$ cat src/rtl/tank_mover.sv
// tank_mover: per-frame movement update for a small set of artillery tanks.
// One tank is updated per step pulse. The update reads the heightmap under
// the tank, applies gravity / jump, then optionally probes the neighbouring
// column and slides sideways if that column is not a wall.
// Heightmap RAM has one cycle of read latency, so each probe takes two
// states (drive address, then consume data).

module tank_mover #(
    parameter int NUM_TANKS = 2,
    parameter int SCREEN_W  = 160,
    parameter int TANK_W    = 16,
    parameter int JUMP_MAX  = 20,
    parameter int FUEL_MAX  = 30,
    parameter int SPAWN_X0  = 5,
    parameter int SPAWN_DX  = 71,
    parameter int SPAWN_Y   = 110
) (
    input  logic                   clock_i,
    input  logic                   reset_i,
    input  logic                   step_i,
    input  logic [2:0]             active_i,
    input  logic                   move_left_i,
    input  logic                   move_right_i,
    input  logic                   jump_i,
    input  logic                   refuel_i,
    output logic [7:0]             hm_addr_o,
    input  logic [7:0]             hm_q_i,
    output logic [8*NUM_TANKS-1:0] tank_x_o,
    output logic [8*NUM_TANKS-1:0] tank_y_o,
    output logic [8*NUM_TANKS-1:0] fuel_o,
    output logic                   busy_o,
    output logic                   done_o
);

    // Index width for the tank arrays; at least one bit so NUM_TANKS=1 works.
    localparam int         SW    = (NUM_TANKS > 1) ? $clog2(NUM_TANKS) : 1;
    localparam logic [3:0] NT4   = 4'(NUM_TANKS);
    localparam logic [7:0] X_MAX = 8'(SCREEN_W - TANK_W);
    localparam logic [7:0] FUELV = 8'(FUEL_MAX);
    localparam logic [7:0] JUMPV = 8'(JUMP_MAX);

    typedef enum logic [2:0] {
        IDLE,
        RD_HERE,
        CHK_HERE,
        RD_NEXT,
        CHK_NEXT,
        FINISH
    } state_e;

    state_e state_q, state_d;

    // Per-tank state
    logic [NUM_TANKS-1:0][7:0] x_q,    x_d;
    logic [NUM_TANKS-1:0][7:0] y_q,    y_d;
    logic [NUM_TANKS-1:0][7:0] fuel_q, fuel_d;
    logic [NUM_TANKS-1:0][7:0] cap_q,  cap_d;

    // Step context latched when the step is accepted
    logic [SW-1:0] sel_q,   sel_d;
    logic          left_q,  left_d;
    logic          right_q, right_d;
    logic          jump_q,  jump_d;
    logic [7:0]    tgt_q,   tgt_d;
    logic [7:0]    hm_addr_q, hm_addr_d;
    logic          pend_q,  pend_d;

    // Datapath intermediates
    logic [SW-1:0] sel_in;
    logic [7:0]    cur_x, cur_y, cur_f, cur_c;
    logic [7:0]    vy, vf, vc;
    logic [7:0]    tgt;
    logic          h_ok;

    // Out-of-range tank indices fall back to tank 0.
    always_comb begin
        sel_in = '0;
        if ({1'b0, active_i} < NT4)
            sel_in = active_i[SW-1:0];
    end

    // Vertical rule and horizontal eligibility for the selected tank.
    // Only consumed in CHK_HERE, where hm_q_i holds the ground under the tank.
    always_comb begin
        cur_x = x_q[sel_q];
        cur_y = y_q[sel_q];
        cur_f = fuel_q[sel_q];
        cur_c = cap_q[sel_q];
        vy    = cur_y;
        vf    = cur_f;
        vc    = cur_c;
        if (jump_q && cur_c != 8'd0 && cur_f != 8'd0 && cur_y != 8'd0) begin
            // Rise one pixel, burning jump capacity and fuel.
            vy = cur_y - 8'd1;
            vc = cur_c - 8'd1;
            vf = cur_f - 8'd1;
        end else if (cur_y < hm_q_i) begin
            // Airborne: fall one pixel, no more lift until landing.
            vy = cur_y + 8'd1;
            vc = 8'd0;
        end else if (cur_y == hm_q_i && !jump_q) begin
            // Standing still on the ground recharges the jump.
            vc = JUMPV;
        end
        // Both directions pressed cancel out; fuel is checked after any jump.
        tgt  = left_q ? (cur_x - 8'd1) : (cur_x + 8'd1);
        h_ok = (left_q ^ right_q) && (vf != 8'd0) &&
               (left_q ? (cur_x != 8'd0) : (cur_x < X_MAX));
    end

    // Next-state and update logic for the step sequencer.
    always_comb begin
        state_d   = state_q;
        x_d       = x_q;
        y_d       = y_q;
        fuel_d    = fuel_q;
        cap_d     = cap_q;
        sel_d     = sel_q;
        left_d    = left_q;
        right_d   = right_q;
        jump_d    = jump_q;
        tgt_d     = tgt_q;
        hm_addr_d = hm_addr_q;
        pend_d    = pend_q;

        // A refuel that lands mid-update is held until the update closes.
        if (refuel_i && state_q != IDLE && state_q != FINISH)
            pend_d = 1'b1;

        unique case (state_q)
            IDLE: begin
                if (refuel_i) begin
                    for (int i = 0; i < NUM_TANKS; i++)
                        fuel_d[i] = FUELV;
                end
                if (step_i) begin
                    sel_d     = sel_in;
                    left_d    = move_left_i;
                    right_d   = move_right_i;
                    jump_d    = jump_i;
                    hm_addr_d = x_q[sel_in];
                    state_d   = RD_HERE;
                end
            end
            RD_HERE: begin
                state_d = CHK_HERE;
            end
            CHK_HERE: begin
                y_d[sel_q]    = vy;
                fuel_d[sel_q] = vf;
                cap_d[sel_q]  = vc;
                if (h_ok) begin
                    tgt_d     = tgt;
                    hm_addr_d = tgt;
                    state_d   = RD_NEXT;
                end else begin
                    state_d   = FINISH;
                end
            end
            RD_NEXT: begin
                state_d = CHK_NEXT;
            end
            CHK_NEXT: begin
                // Slide only if the neighbour's ground is not above us.
                if (hm_q_i >= cur_y) begin
                    x_d[sel_q] = tgt_q;
                    if (cur_f != 8'd0)
                        fuel_d[sel_q] = cur_f - 8'd1;
                end
                state_d = FINISH;
            end
            FINISH: begin
                // Deferred (or same-cycle) refuel overrides the step's fuel.
                if (pend_q || refuel_i) begin
                    for (int i = 0; i < NUM_TANKS; i++)
                        fuel_d[i] = FUELV;
                end
                pend_d  = 1'b0;
                state_d = IDLE;
            end
            default: begin
                state_d = IDLE;
            end
        endcase
    end

    // State registers; reset restores spawn positions and full resources.
    always_ff @(posedge clock_i) begin
        if (reset_i) begin
            state_q   <= IDLE;
            sel_q     <= '0;
            left_q    <= 1'b0;
            right_q   <= 1'b0;
            jump_q    <= 1'b0;
            tgt_q     <= 8'd0;
            hm_addr_q <= 8'd0;
            pend_q    <= 1'b0;
            for (int i = 0; i < NUM_TANKS; i++) begin
                x_q[i]    <= 8'(SPAWN_X0 + i * SPAWN_DX);
                y_q[i]    <= 8'(SPAWN_Y);
                fuel_q[i] <= FUELV;
                cap_q[i]  <= JUMPV;
            end
        end else begin
            state_q   <= state_d;
            sel_q     <= sel_d;
            left_q    <= left_d;
            right_q   <= right_d;
            jump_q    <= jump_d;
            tgt_q     <= tgt_d;
            hm_addr_q <= hm_addr_d;
            pend_q    <= pend_d;
            x_q       <= x_d;
            y_q       <= y_d;
            fuel_q    <= fuel_d;
            cap_q     <= cap_d;
        end
    end

    assign hm_addr_o = hm_addr_q;
    assign tank_x_o  = x_q;
    assign tank_y_o  = y_q;
    assign fuel_o    = fuel_q;
    assign busy_o    = (state_q == RD_HERE) || (state_q == CHK_HERE) ||
                       (state_q == RD_NEXT) || (state_q == CHK_NEXT);
    assign done_o    = (state_q == FINISH);

endmodule

$ cat config.mk
export PLATFORM = sky130hd
export DESIGN_NAME = tank_mover
export DESIGN_NICKNAME = d
export VERILOG_FILES = /design/src/rtl/tank_mover.sv
export SDC_FILE = /design/constraint.sdc
export NUM_CORES = 1
export LEC_CHECK = 0
export BUFFER_PORTS_ARGS = -buffer_cell sky130_fd_sc_hd__buf_2
export CORE_AREA = 2 2 96 135
export DETAILED_ROUTE_END_ITERATION = 8
export DIE_AREA = 0 0 98 137
export GPL_TIMING_DRIVEN = 0
export PLACE_DENSITY = 0.6
export SYNTH_ARGS = -nofsm -noshare
export SYNTH_HDL_FRONTEND = slang
export SYNTH_SLANG_ARGS = --single-unit
export TNS_END_PERCENT = 100
$ cat constraint.sdc
create_clock -name clock_i -period 6.05 [get_ports clock_i]
set_clock_uncertainty 0.05 [all_clocks]
set_input_delay 0.605 -clock clock_i [delete_from_list [all_inputs] [get_ports clock_i]]
set_output_delay 0.605 -clock clock_i [all_outputs]
set_load 0.005 [all_outputs]
==> results.md, run 1 <==
- The flow ran to the end, and the final reports show no timing, DRC or antenna violations.
- Setup total negative slack on the finished layout was measured at 0 ns.
- The internal power is slightly above 1 mW.
- between 70 and 80 I/O pins were placed.
- Setup repair after global routing left no endpoint under its margin.
- The kind of critical path is reg -> reg.
- The die outline area is 13400 sq um.
- After floorplanning, the core was divided into 48 placement rows.
- The H-tree was split into 3 levels.
- The number of buffers inserted for hold repair after clock tree synthesis is 0.
- The floorplan die width is between 90 and 100 um.
- Once the floorplan was initialized, standard cells occupied a little over two fifths of the core.
- TritonCTS built the clock tree.
- The critical path goes through buf_2 > buf_4 > buf_1 > clkbuf_1 > mux2i_1 > ha_1 > nand4_1 > a21o_1 > a2111oi_0 > a32oi_1 > or3_1 > nand3_1.
- In this run the remaining antenna-violating nets after routing total 0.
- The via count of the routed design is 5279.
- After clock tree synthesis, the clock-pin slew on the worst setup and hold paths is approximately 0.07 ns.
- The number of DRC violations after detailed routing is 0.
- Routability-driven placement finished with a final weighted congestion of 0.889.
- The cell type with the largest total area after synthesis is sky130_fd_sc_hd__dfxtp_1.
- The number of synthesis warnings is 0.
- The number of synthesized register bits is 88.
- Summing the sequential cell areas from Yosys gives approximately 33% of the chip area.
- The worst IR drop on VDD is 0.156 mV.
- The post-CTS setup buffer count is 0.
- In this run the worst setup path begins at sel_q.
- The data required time at the worst endpoint is approximately 6.3 ns.
- The number of antenna violations at the first check in global routing came to 0.
- The worst register-to-register path begins at sel_q.
- The first-pass GRT wire length is around 27000 um.
- The share of post-route cells with drive strength above 1 is 16.9%.
- Global routing used 25.5% of the available tracks across all layers.
- Measured along the y axis, the die boundary spans 137 um.
- The register area is 1760 sq um.
- STA classifies the critical path startpoint as a register.
- For this run, the top clock speed supported by timing is around 210 MHz.
- The final critical path takes up roughly four fifths of the cycle.
- STA classifies the critical path endpoint as a register.
- The main flop type after synthesis is sky130_fd_sc_hd__dfxtp_1.
- The synthesized netlist occupies a cell area of about 5400 sq um.
- Max-cap violations in this run came to 0.
- The synthesized netlist net count is just under 700.
- The total congestion overflow is 0.
- Clock latency on the worst-skew pair, taken at its later pin, is approximately 0.35 ns.
- The number of sinks on the clock net is just under 90.
- After layout, the minimum clock period comes to ~4.8 ns.
- The number of I/O port buffers is 74.
- The number of enable-type register cells in the synthesized netlist is 0.
- For this run, asynchronously set or reset flops after synthesis account for 0%.
- The static leakage is roughly 2.5 nW.
- The total half-perimeter wirelength after legalization and detailed placement is ~13000 um.
- The final routed wire length divided by cell count is 19.4 um.
- The worst slew margin relative to its limit is ~36%.
- At the end of the flow the core is filled with cells to between 50% and 60%.
- For this block, the initial DRC count from the detailed router was 464.
- At the end of the flow, the number of nets in the layout was approximately 770.
- Sorting the synthesized cells by how often they occur yields sky130_fd_sc_hd__dfxtp_1 (88), sky130_fd_sc_hd__nor2_1 (66), sky130_fd_sc_hd__nand2_1 (59).
- Setup violations remaining at the end of the flow were counted as 0.
- The first detailed-routing pass ran for 5 iterations.
- For this design the ratio of total power to cell area is approximately 230 nW/um^2.
- At the worst endpoint, the arrival time is around 5.0 ns.
- Of all nets on the critical path, the largest fanout is 10.
- Across all register-to-register paths, the minimum setup slack is about 1.3 ns.
- Wires add up to between 15000 and 20000 um.
- Net switching is between 20% and 30% of the power.
- By area the synthesized netlist is led by sky130_fd_sc_hd__dfxtp_1 (33%), sky130_fd_sc_hd__mux2i_1 (7.3%), sky130_fd_sc_hd__a21oi_1 (5.2%), sky130_fd_sc_hd__nor2_1 (4.6%), sky130_fd_sc_hd__o21ai_0 (4.5%).
- The number of pins exceeding their max-slew limit in the final report is 0.
- The total core area is 12200 sq um.
- The root buffer cell chosen for the clock tree is sky130_fd_sc_hd__clkbuf_16.
- The area of combinational cells with multiple inputs is between 3000 and 4000 sq um.
- Measured in cells, the most critical reg-to-reg path has a length of 12.
- The via count of the first global-routing pass came to 5090.
- The share of power burned in the clock network is 41.0%.
- The class of the most critical hold timing path is reg -> reg.
- The top-area cell type share of the netlist area is 32.9%.
- The sequential group share of total power is between 40% and 50%.
- The count of filler cells inserted in the layout is ~1200.
- The logic gate share of total power is 16.4%.
- The mean area per synthesized cell is approximately 8.3 sq um.
- For the pin with the worst max-slew slack, the measured transition is slightly below 1 ns.
- The number of different library cells used by synthesis comes to 77.
- The worst register-to-register path ends at tank_y_o[13].
- The number of buffers on the longest clock path is 2.
- The cell with the most instances after synthesis is sky130_fd_sc_hd__dfxtp_1.
- Entering global routing, the biggest net connects 16 pins.
- The diode insertion count for antenna repair is 0.
- Synthesis produced a netlist whose cell count is between 600 and 700.
- The post-synthesis to final-layout area growth is 16.3%.
- The hold violation total from the final report is 0.
- Post-CTS repair changed the size of 0 cells.
- On the worst path, the slowest cell contributes a delay of roughly 0.78 ns.
- On the critical path, the stage with the largest delay is an instance of sky130_fd_sc_hd__a2111oi_0.
- The last element of the critical path is tank_y_o[13].
- Clock tree synthesis inserted a total of 9 buffers.
- The analysis attributes to net switching a power of 420 uW.
- The routed via count divided by cell count is about 5.9.
power by group through the flow:
stage	Sequential (mW)	Combinational [mW]	Clock [mW]
finish	0.609	0.234	0.586
global route	0.611	0.255	0.614
CTS	0.609	0.232	0.592
detailed placement	0.623	0.230	0
global placement	0.622	0.225	0
floorplan	0.619	0.157	0
state kept, by name, indices dropped and copies added (netlist names):
register and count:
state_q 3, left_q 1, fuel_o 16, right_q 1
jump_q 1, cap_q 16, hm_addr_o 8, tank_y_o 16
sel_q 1, pend_q 1, tank_x_o 16, tgt_q 8
cell usage in the layout (no fill, tap or decap), types with 5 or more instances in the layout:
cell type,n
sky130_fd_sc_hd__buf_2,76
sky130_fd_sc_hd__clkbuf_1,29
sky130_fd_sc_hd__a21o_1,8
sky130_fd_sc_hd__xnor2_1,12
sky130_fd_sc_hd__nor4_1,6
sky130_fd_sc_hd__o211ai_1,5
sky130_fd_sc_hd__nand3_1,13
sky130_fd_sc_hd__o21a_1,5
sky130_fd_sc_hd__mux2_2,5
sky130_fd_sc_hd__a21oi_1,56
sky130_fd_sc_hd__nand2_1,59
sky130_fd_sc_hd__o221ai_1,5
sky130_fd_sc_hd__dfxtp_1,88
sky130_fd_sc_hd__nor2_1,66
sky130_fd_sc_hd__mux2i_1,39
sky130_fd_sc_hd__clkbuf_16,9
sky130_fd_sc_hd__or3_1,9
sky130_fd_sc_hd__nor3_1,25
sky130_fd_sc_hd__o21ai_0,48
sky130_fd_sc_hd__inv_1,26
sky130_fd_sc_hd__a211oi_1,6
sky130_fd_sc_hd__ha_1,19
sky130_fd_sc_hd__a31oi_1,5
through the flow:
step                setup WS, ns  power [mW]  instances  cell area (sq um)  hold WS [ns]
finish                      1.25        1.43        889               6230         0.417
global route               0.965        1.48        889               6230         0.435
CTS                         1.30        1.43        889               6230         0.419
detailed placement          1.33       0.852        873               5920         0.410
global placement            1.35       0.848        873               5910         0.408
floorplan                   2.34       0.776        649               5360         0.398
critical path, delay by kind of cell (launching register included):
kind | cells | cell delay, ns
flip-flops | 1 | 0.34
AND/OR/NAND/NOR | 3 | 0.69
buffers and inverters | 4 | 1.77
multiplexers | 1 | 0.22
adder cells (fa/ha/maj) | 1 | 0.34
AO/OA/AOI/OAI | 3 | 1.32
layout make-up:
| type | instances | share of cell area (%) |
|---|---|---|
| plain buffers | 38 | 2.75 |
| clock buffers | 10 | 3.84 |
| clock inverters | 6 | 1.09 |
| inverters | 27 | 1.63 |
| multi-input cells | 496 | 53.4 |
| flip-flops and latches | 88 | 28.3 |
| well taps | 150 | 3.01 |
| repair buffers | 74 | 5.95 |
worst min path at each step:
stage                            start           end  slack (ns)  cells past startpoint
final                         tgt_q[2]      tgt_q[2]        0.42                      2
after global routing      hm_addr_o[0]  hm_addr_o[0]        0.44                      2
after CTS                     tgt_q[2]      tgt_q[2]        0.42                      2
after detailed placement      tgt_q[2]      tgt_q[2]        0.41                      2
after global placement    hm_addr_o[0]  hm_addr_o[0]        0.41                      2
after floorplan               cap_q[0]      cap_q[0]        0.40                      1
cell families (layout without fill, tap and decap cells):
kind of cell	count (synthesis)	count (layout)	share of synthesized area (%)
simple gates	215	215	19.7
compound gates	189	189	23.0
flops	88	88	32.9
buf+inv	65	155	5.09
mux	56	56	11.8
fa+ha+maj	20	20	4.81
xor+xnor	16	16	2.62
metal layers:
layer | track usage [%] | routed length [um] | share of wire (%) | vias up
met1 | 30.0 | 6950 | 40 | 2480
met4 | 13.7 | 748 | 4.3 | 0
met2 | 44.1 | 8550 | 50 | 213
li1 | - | - | - | 2535
met5 | 0 | 0 | 0 | -
met3 | 4.29 | 1010 | 5.8 | 51
Note: power is estimated with default switching activity, not from simulation.
==> inputs of run 2 (changes only) <==
--- a/config.mk
+++ b/config.mk
@@ -10,7 +10,7 @@
 export DETAILED_ROUTE_END_ITERATION = 8
 export DIE_AREA = 0 0 98 137
 export GPL_TIMING_DRIVEN = 0
-export PLACE_DENSITY = 0.6
+export PLACE_DENSITY = 0.62
 export SYNTH_ARGS = -nofsm -noshare
 export SYNTH_HDL_FRONTEND = slang
 export SYNTH_SLANG_ARGS = --single-unit
==> constraint.sdc (replaced) <==
create_clock -name clock_i -period 3.9 [get_ports clock_i]
set_clock_uncertainty 0.05 [all_clocks]
set_input_delay 0.39 -clock clock_i [delete_from_list [all_inputs] [get_ports clock_i]]
set_output_delay 0.39 -clock clock_i [all_outputs]
set_load 0.005 [all_outputs]
==> run 2 against run 1 <==
  * Critical path depth is 1 higher
  * Routed wire length up 0.12%
  * Power is 59% higher
  * Worst hold slack got worse by 0.18 ns
  * Die area unchanged
  * Fmax is 31% higher
  * Clock power grew 64%
  * Critical endpoint is now tgt_q[6]
  * Setup slack worse by 1.0 ns
  * First-iteration DRC count shrank 16%
  * Utilization grew 0.64 points
  * Critical path type unchanged
  * Final area is 1.2% higher
==> results.md, run 2 (same netlist as run 1, synthesis figures left out) <==
- The pin slew with the least headroom to its limit is 0.921 ns.
- The worst setup path is of the reg -> reg kind.
- Entering global routing, the biggest net connects 16 pins.
- After global routing the overflow that remains totals 0.
- Across the run, the number of max-cap violations was 0.
- In this run the critical register-to-register path is captured at tgt_q[6].
- The floorplan step set the die height to 137 um.
- The number of DRC markers in iteration 0 is about 400.
- The first detailed-routing pass ran for 5 iterations.
- The depth of the CTS H-tree is 3.
- In this run the clock root is driven by a sky130_fd_sc_hd__clkbuf_16.
- The final route contains between 5000 and 6000 vias.
- The number of pins exceeding their max-slew limit in the final report is 0.
- STA classifies the critical path endpoint as a register.
- For this run, design rule violations remaining after detail routing come to 0.
- The die outline area is between 10000 and 15000 sq um.
- The placed instance area is 5920 sq um.
- The source-to-sink clock delay at the later pin of the worst-skew pair is ~0.34 ns.
- The type of origin of the critical path is a register.
- The diode insertion count for antenna repair is 0.
- The number of buffers inserted for hold repair after clock tree synthesis is 0.
- The largest fanout on the critical path is 19.
- The post-detailed-routing wire length is 17300 um.
- Relative to the synthesized area, the layout overhead comes to 17.7%.
- The hold violation total from the final report came to 0.
- The via count of the first global-routing pass came to about 5300.
- The floorplan die width is between 90 and 100 um.
- In the final routed layout, each cell accounts on average for ~19 um.
- After floorplanning, the core was divided into 48 placement rows.
- During I/O placement, the number of pins put on the boundary was 76.
- In this run the tool buffered the top-level ports with 74 buffer cells.
- Setup violations remaining at the end of the flow were counted as 0.
- The routed via count divided by cell count is 6.05.
- The filler cells instantiated in the layout total around 1200.
- The number of sinks on the clock net is slightly below 90.
- The critical register-to-register path startpoint is sel_q.
- The accumulated negative setup slack is 0 ns.
- The flow ran to the end, and the final reports show no timing, DRC or antenna violations.
- Setup repair after global routing left no endpoint under its margin.
- Routability-driven placement finished with a final weighted congestion of 0.907.
- The number of buffers on the longest clock path is 2.
- The global routing usage summed across all routing layers is 25.4%.
- The number of buffers created by CTS is 9.
- The class of the most critical hold timing path is in -> reg.
- In the layout the commonest cells are sky130_fd_sc_hd__dfxtp_1 (88), sky130_fd_sc_hd__buf_2 (74), sky130_fd_sc_hd__nor2_1 (66), sky130_fd_sc_hd__nand2_1 (59), sky130_fd_sc_hd__a21oi_1 (56).
- Data on the critical path arrives at its endpoint at 3.86 ns.
- The worst hold path cell count is 3.
- The most common cell after layout, fill and taps aside is sky130_fd_sc_hd__dfxtp_1.
- IR analysis of the VDD net gives a maximum drop of 0.256 mV.
- The total half-perimeter wirelength after legalization and detailed placement is 12800 um.
- The internal reg-to-reg setup slack is 0.25 ns.
- In this run the power density over the cells is roughly 360 nW/um^2.
- TritonCTS built the clock tree.
- The maximum operating frequency is ~270 MHz.
- The first-pass GRT wire length is between 20000 and 30000 um.
- The post-CTS setup buffer count is 0.
- The worst slew margin relative to its limit is between 30% and 40%.
- For hold timing, the worst endpoint is left_q.
- The number of nets in the final layout is between 700 and 800.
- The number of antenna violations at the first check in global routing is 0.
- STA puts the critical path data required time at about 4.1 ns.
- The finished cells cover between 6000 and 7000 sq um.
- In this run the remaining antenna-violating nets after routing total 0.
- The number of cells on the worst reg-to-reg path is 13.
- After floorplanning, the core was sized to cover 12200 sq um.
- Summed over all cells, the static leakage comes to 2.49 nW.
- The clock transition at the registers of the reported paths is around 0.070 ns.
- The launch point of the worst hold path is move_left_i.
- After layout, the worst path uses just over 90% of the clock period.
- The worst-case hold slack is between 0.2 and 0.25 ns.
- Once the floorplan was initialized, standard cells occupied 43.9% of the core.
- The post-route netlist has between 10% and 20% of its cells at a drive strength greater than 1.
- The worst path in the final design needs a cycle of about 3.7 ns, including I/O delays and setup.
==> run 2: what timing repair did <==
action | CTS | global route
gates resized for setup | 13 | 7
setup endpoints to repair | 82 | 35
pin swaps | 0 | 1
==> run 2: through the flow <==
step / instances / total power, mW / setup slack [ns] / utilization, %
global route: 887 / 2.37 / 0.0700 / 51.7
floorplan: 649 / 1.20 / 0.192 / -
global placement: 873 / 1.31 / -0.779 / 48.5
detailed placement: 873 / 1.32 / -0.815 / 48.6
finish: 887 / 2.28 / 0.250 / 51.7
CTS: 889 / 2.28 / 0.0412 / 51.5
==> run 2: worst max path at each step <==
stage	slack (ns)	from	cells past startpoint	endpoint
floorplan	0.19	sel_q	14	tgt_q[6]
global placement	-0.78	sel_q	12	tank_y_o[13]
detailed placement	-0.82	sel_q	12	tank_y_o[13]
CTS	0.04	sel_q	14	tgt_q[6]
global route	0.07	sel_q	13	tgt_q[6]
finish	0.25	sel_q	13	tgt_q[6]
==> run 2: final cells by class <==
cell class | count | area, sq um | share of cell area [%]
multi-input cells | 496 | 3370 | 53.5
plain buffers | 36 | 181 | 2.88
repair buffers | 74 | 370 | 5.88
clock buffers | 10 | 239 | 3.79
well taps | 150 | 188 | 2.98
flip-flops and latches | 88 | 1760 | 27.9
inverters | 27 | 101 | 1.61
clock inverters | 6 | 90.1 | 1.43
==> run 2: critical path: stages, from the launching register on <==
cell and delay (ns):
sky130_fd_sc_hd__dfxtp_1 0.36, sky130_fd_sc_hd__buf_6 0.27, sky130_fd_sc_hd__buf_6 0.22, sky130_fd_sc_hd__mux2i_2 0.28, sky130_fd_sc_hd__ha_2 0.25, sky130_fd_sc_hd__nor4b_4 0.26, sky130_fd_sc_hd__o21ai_2 0.16, sky130_fd_sc_hd__o21ai_2 0.23
sky130_fd_sc_hd__nor3_2 0.09, sky130_fd_sc_hd__mux2_4 0.35, sky130_fd_sc_hd__a311o_1 0.35, sky130_fd_sc_hd__buf_4 0.17, sky130_fd_sc_hd__or3_1 0.39, sky130_fd_sc_hd__a21oi_1 0.13
==> run 2: power breakdown <==
group	switching (mW)	internal, mW	total (mW)	leakage [nW]
Clock	0.380	0.583	0.963	0.159
Combinational	0.238	0.129	0.368	1.62
Sequential	0.0245	0.923	0.947	0.713
==> run 2: routing by layer <==
layer / track usage [%] / part of all wire [%]
met2: 44.3 / 50
met3: 4.85 / 6.1
met5: 0 / 0
met1: 28.9 / 40
met4: 14.7 / 3.5
==> inputs of run 3 (changes only) <==
--- a/config.mk
+++ b/config.mk
@@ -6,11 +6,11 @@
 export NUM_CORES = 1
 export LEC_CHECK = 0
 export BUFFER_PORTS_ARGS = -buffer_cell sky130_fd_sc_hd__buf_2
-export CORE_AREA = 2 2 96 135
+export CORE_AREA = 2 2 91 128
 export DETAILED_ROUTE_END_ITERATION = 8
-export DIE_AREA = 0 0 98 137
+export DIE_AREA = 0 0 93 130
 export GPL_TIMING_DRIVEN = 0
-export PLACE_DENSITY = 0.62
+export PLACE_DENSITY = 0.69
 export SYNTH_ARGS = -nofsm -noshare
 export SYNTH_HDL_FRONTEND = slang
 export SYNTH_SLANG_ARGS = --single-unit
==> run 3 against run 2 <==
  * Combinational power increased by 1%
  * Global-route usage increased by 2.6 points
  * Fmax decreased by 3.3%
  * Flip-flop and latch count unchanged
  * Routed wire length decreased by 1.6%
  * Largest cell class unchanged
  * Clock power decreased by 6.4%
  * Die area decreased by 10%
==> results.md, run 3 (same netlist as run 1, synthesis figures left out) <==
- In this design, the stage delay of the slowest critical-path cell is approximately 0.4 ns.
- Relative to the synthesized area, the layout overhead comes to 17.8%.
- The cell count after placement is slightly below 900.
- The number of buffers created by CTS is 9.
- The number of I/O port buffers is 74.
- The hold violation total from the final report is 0.
- The number of nets in the final layout is a little under 800.
- Using the TritonRoute via totals, the vias-per-cell ratio works out to just over 6.
- The share of power burned in the clock network is between 40% and 50%.
- In this run, post-CTS hold repair placed 0 buffers.
- The die outline area is 12100 sq um.
- The number of buffer and inverter stages on the critical path is 4.
- The share of post-route cells with drive strength above 1 is between 10% and 20%.
- For the worst-skew pair, the clock arrives at the later sink with an insertion delay of around 0.35 ns.
- Across the run, the number of max-cap violations was 0.
- After legalization and detailed placement, the total HPWL measured 12600 um.
- The run finished with clean final reports.
- The maximum operating frequency is ~260 MHz.
- The detailed router placed between 5000 and 6000 vias in this run.
- The kind of critical path is reg -> reg.
- The number of antenna diodes in the final layout is 0.
- After global routing the overflow that remains totals 0.
- The floorplan die width is 93 um.
- STA puts the critical path data required time at slightly above 4 ns.
- The H-tree generated during clock tree synthesis spans 3 levels.
- The via count of the first global-routing pass is between 5000 and 6000.
- The logic gate share of total power is ~17%.
- Of all nets on the critical path, the largest fanout is 10.
- Setup repair after global routing left no endpoint under its margin.
- The total power divided by cell area is 352 nW/um^2.
- The internal reg-to-reg setup slack is between 0.1 and 0.15 ns.
- The most common cell after layout, fill and taps aside is sky130_fd_sc_hd__dfxtp_1.
- The number of pins exceeding their max-slew limit in the final report came to 0.
- The number of DRC markers in iteration 0 is around 530.
- The number of I/O pins is 76.
- In this run the tightest slew margin relative to its limit is 38.8%.
- The count of standard-cell rows is 46.
- Clock-pin slew was measured on the worst setup and hold paths at 0.06 ns.
- The critical path goes through buf_6 > buf_6 > buf_6 > mux2i_2 > ha_2 > nor4b_4 > o21ai_2 > o21ai_2 > nor3_2 > mux2_4 > a311o_1 > buf_4 > or3_1 > a21oi_1.
- The count of nets left with antenna violations once routing finished came out at 0.
- The most repeated library cell on the critical path is sky130_fd_sc_hd__buf_6.
- Of the available clock period, the critical path in the final layout requires a little over nine tenths.
- The first-pass GRT wire length is approximately 27000 um.
- The die is 130 um tall.
- STA classifies the critical path endpoint as a register.
- Registers are responsible for approximately 43% of the overall power.
- At the end of routability-driven placement, the weighted congestion stood at roughly 0.93.
- The analysis attributes to cell leakage a power of about 2.5 nW.
- The starting density of the core is 48.5%.
- The number of buffers on the longest clock path is 2.
- For this run, the number of standard cells in the final layout without fillers is roughly 880.
- After detailed routing, the average wire length per cell comes to around 19 um.
- The family of cells with the greatest summed delay on the critical path is compound AO/OA/AOI/OAI gates.
- IR analysis of the VDD net gives a maximum drop of about 0.23 mV.
- The tree is rooted in a sky130_fd_sc_hd__clkbuf_16.
- The switching power is approximately 630 uW.
- STA puts the critical path data arrival time at around 4.0 ns.
- The clock period could shrink to 3.77 ns.
- The standard cell with the maximum stage delay on the critical path is sky130_fd_sc_hd__or3_1.
- The min-delay analysis places its worst path in the category in -> reg.
- Summed over all layers, the routed wires come to between 15000 and 20000 um.
- The number of sinks on the clock net is ~90.
- The clock tree from TritonCTS is built.
- Entering global routing, the biggest net connects 15 pins.
- STA classifies the critical path startpoint as a register.
- The detailed-router iteration count before antenna repair is 5.
- The number of DRC violations after detailed routing is 0.
- The global routing usage summed across all routing layers is ~28%.
- The switching share of total power is between 20 and 30%.
- The pin slew with the least headroom to its limit is a little over 0.9 ns.
- The number of antenna violations at the first check in global routing is 0.
- The total power of the final layout is between 2 and 2.5 mW.
- In the layout the commonest cells are sky130_fd_sc_hd__dfxtp_1 (88), sky130_fd_sc_hd__buf_2 (74), sky130_fd_sc_hd__nor2_1 (66), sky130_fd_sc_hd__nand2_1 (59), sky130_fd_sc_hd__a21oi_1 (53).
- Setup violations remaining at the end of the flow were counted as 0.
- The total core area is 11100 sq um.
- The internal power is approximately 1.6 mW.
## run 3: cell count changes in the layout (fill, tap and decap cells not counted), sizes merged
cell    previous run  this run
bufinv             2         1
clkbuf            38        40
buf               82        84
inv               29        28
## run 3: per-layer routing
layer | vias to the layer above | track usage (%) | routed length, um
met1 | 2609 | 32.6 | 6880
met3 | 43 | 4.33 | 969
met2 | 231 | 50.8 | 8600
met5 | - | 0 | 0
met4 | 0 | 12.2 | 554
li1 | 2533 | - | -
## run 3: stage by stage
| step | TNS [ns] | utilization, % | setup slack, ns | hold WS, ns | cell area, sq um |
|---|---|---|---|---|---|
| 3_3_place_gp | -36.06 | 53.4 | -0.633 | 0.402 | 5910 |
| 5_1_grt | 0 | 57.1 | 0.00596 | 0.260 | 6310 |
| 2_1_floorplan | 0 | - | 0.192 | 0.398 | 5360 |
| 3_5_place_dp | -38.85 | 53.5 | -0.669 | 0.410 | 5910 |
| 4_1_cts | 0 | 56.5 | 0.00913 | 0.245 | 6250 |
| 6_report | 0 | 57.1 | 0.126 | 0.246 | 6310 |
## run 3: cell type report
| cell class | instances | area [sq um] |
|---|---|---|
| well taps | 144 | 180 |
| repair buffers | 75 | 378 |
| clock buffers | 12 | 256 |
| fillers | 1058 | 4740 |
| plain buffers | 37 | 191 |
| multi-input cells | 496 | 3390 |
| clock inverters | 4 | 51.3 |
| inverters | 27 | 101 |
| flip-flops and latches | 88 | 1760 |
## run 3: power groups by stage
stage	Clock, mW	Sequential [mW]	Combinational [mW]
detailed placement	0	0.966	0.352
floorplan	0	0.961	0.244
finish	0.901	0.947	0.373
global route	0.947	0.949	0.406
CTS	0.910	0.946	0.358
global placement	0	0.965	0.344
## run 3: tightest hold or removal path: stages
cell	delay, ns
sky130_fd_sc_hd__buf_2	0.10
sky130_fd_sc_hd__nand2_1	0.05
sky130_fd_sc_hd__a21oi_1	0.05
## run 3: worst paths after layout
kind / end / cells after the start / from
worst min-delay path: left_q / 3 / move_left_i
worst max-delay path: tgt_q[6] / 14 / sel_q
worst max register to register: tgt_q[6] / 14 / sel_q
worst min register to register: hm_addr_o[7] / 2 / hm_addr_o[7]
## run 3: timing repair
| item | in CTS | in global routing |
|---|---|---|
| resized for setup | 12 | 12 |
| buffers inserted | 0 | 1 |
| setup endpoints to repair | 82 | 54 |
| pin swaps | 0 | 2 |
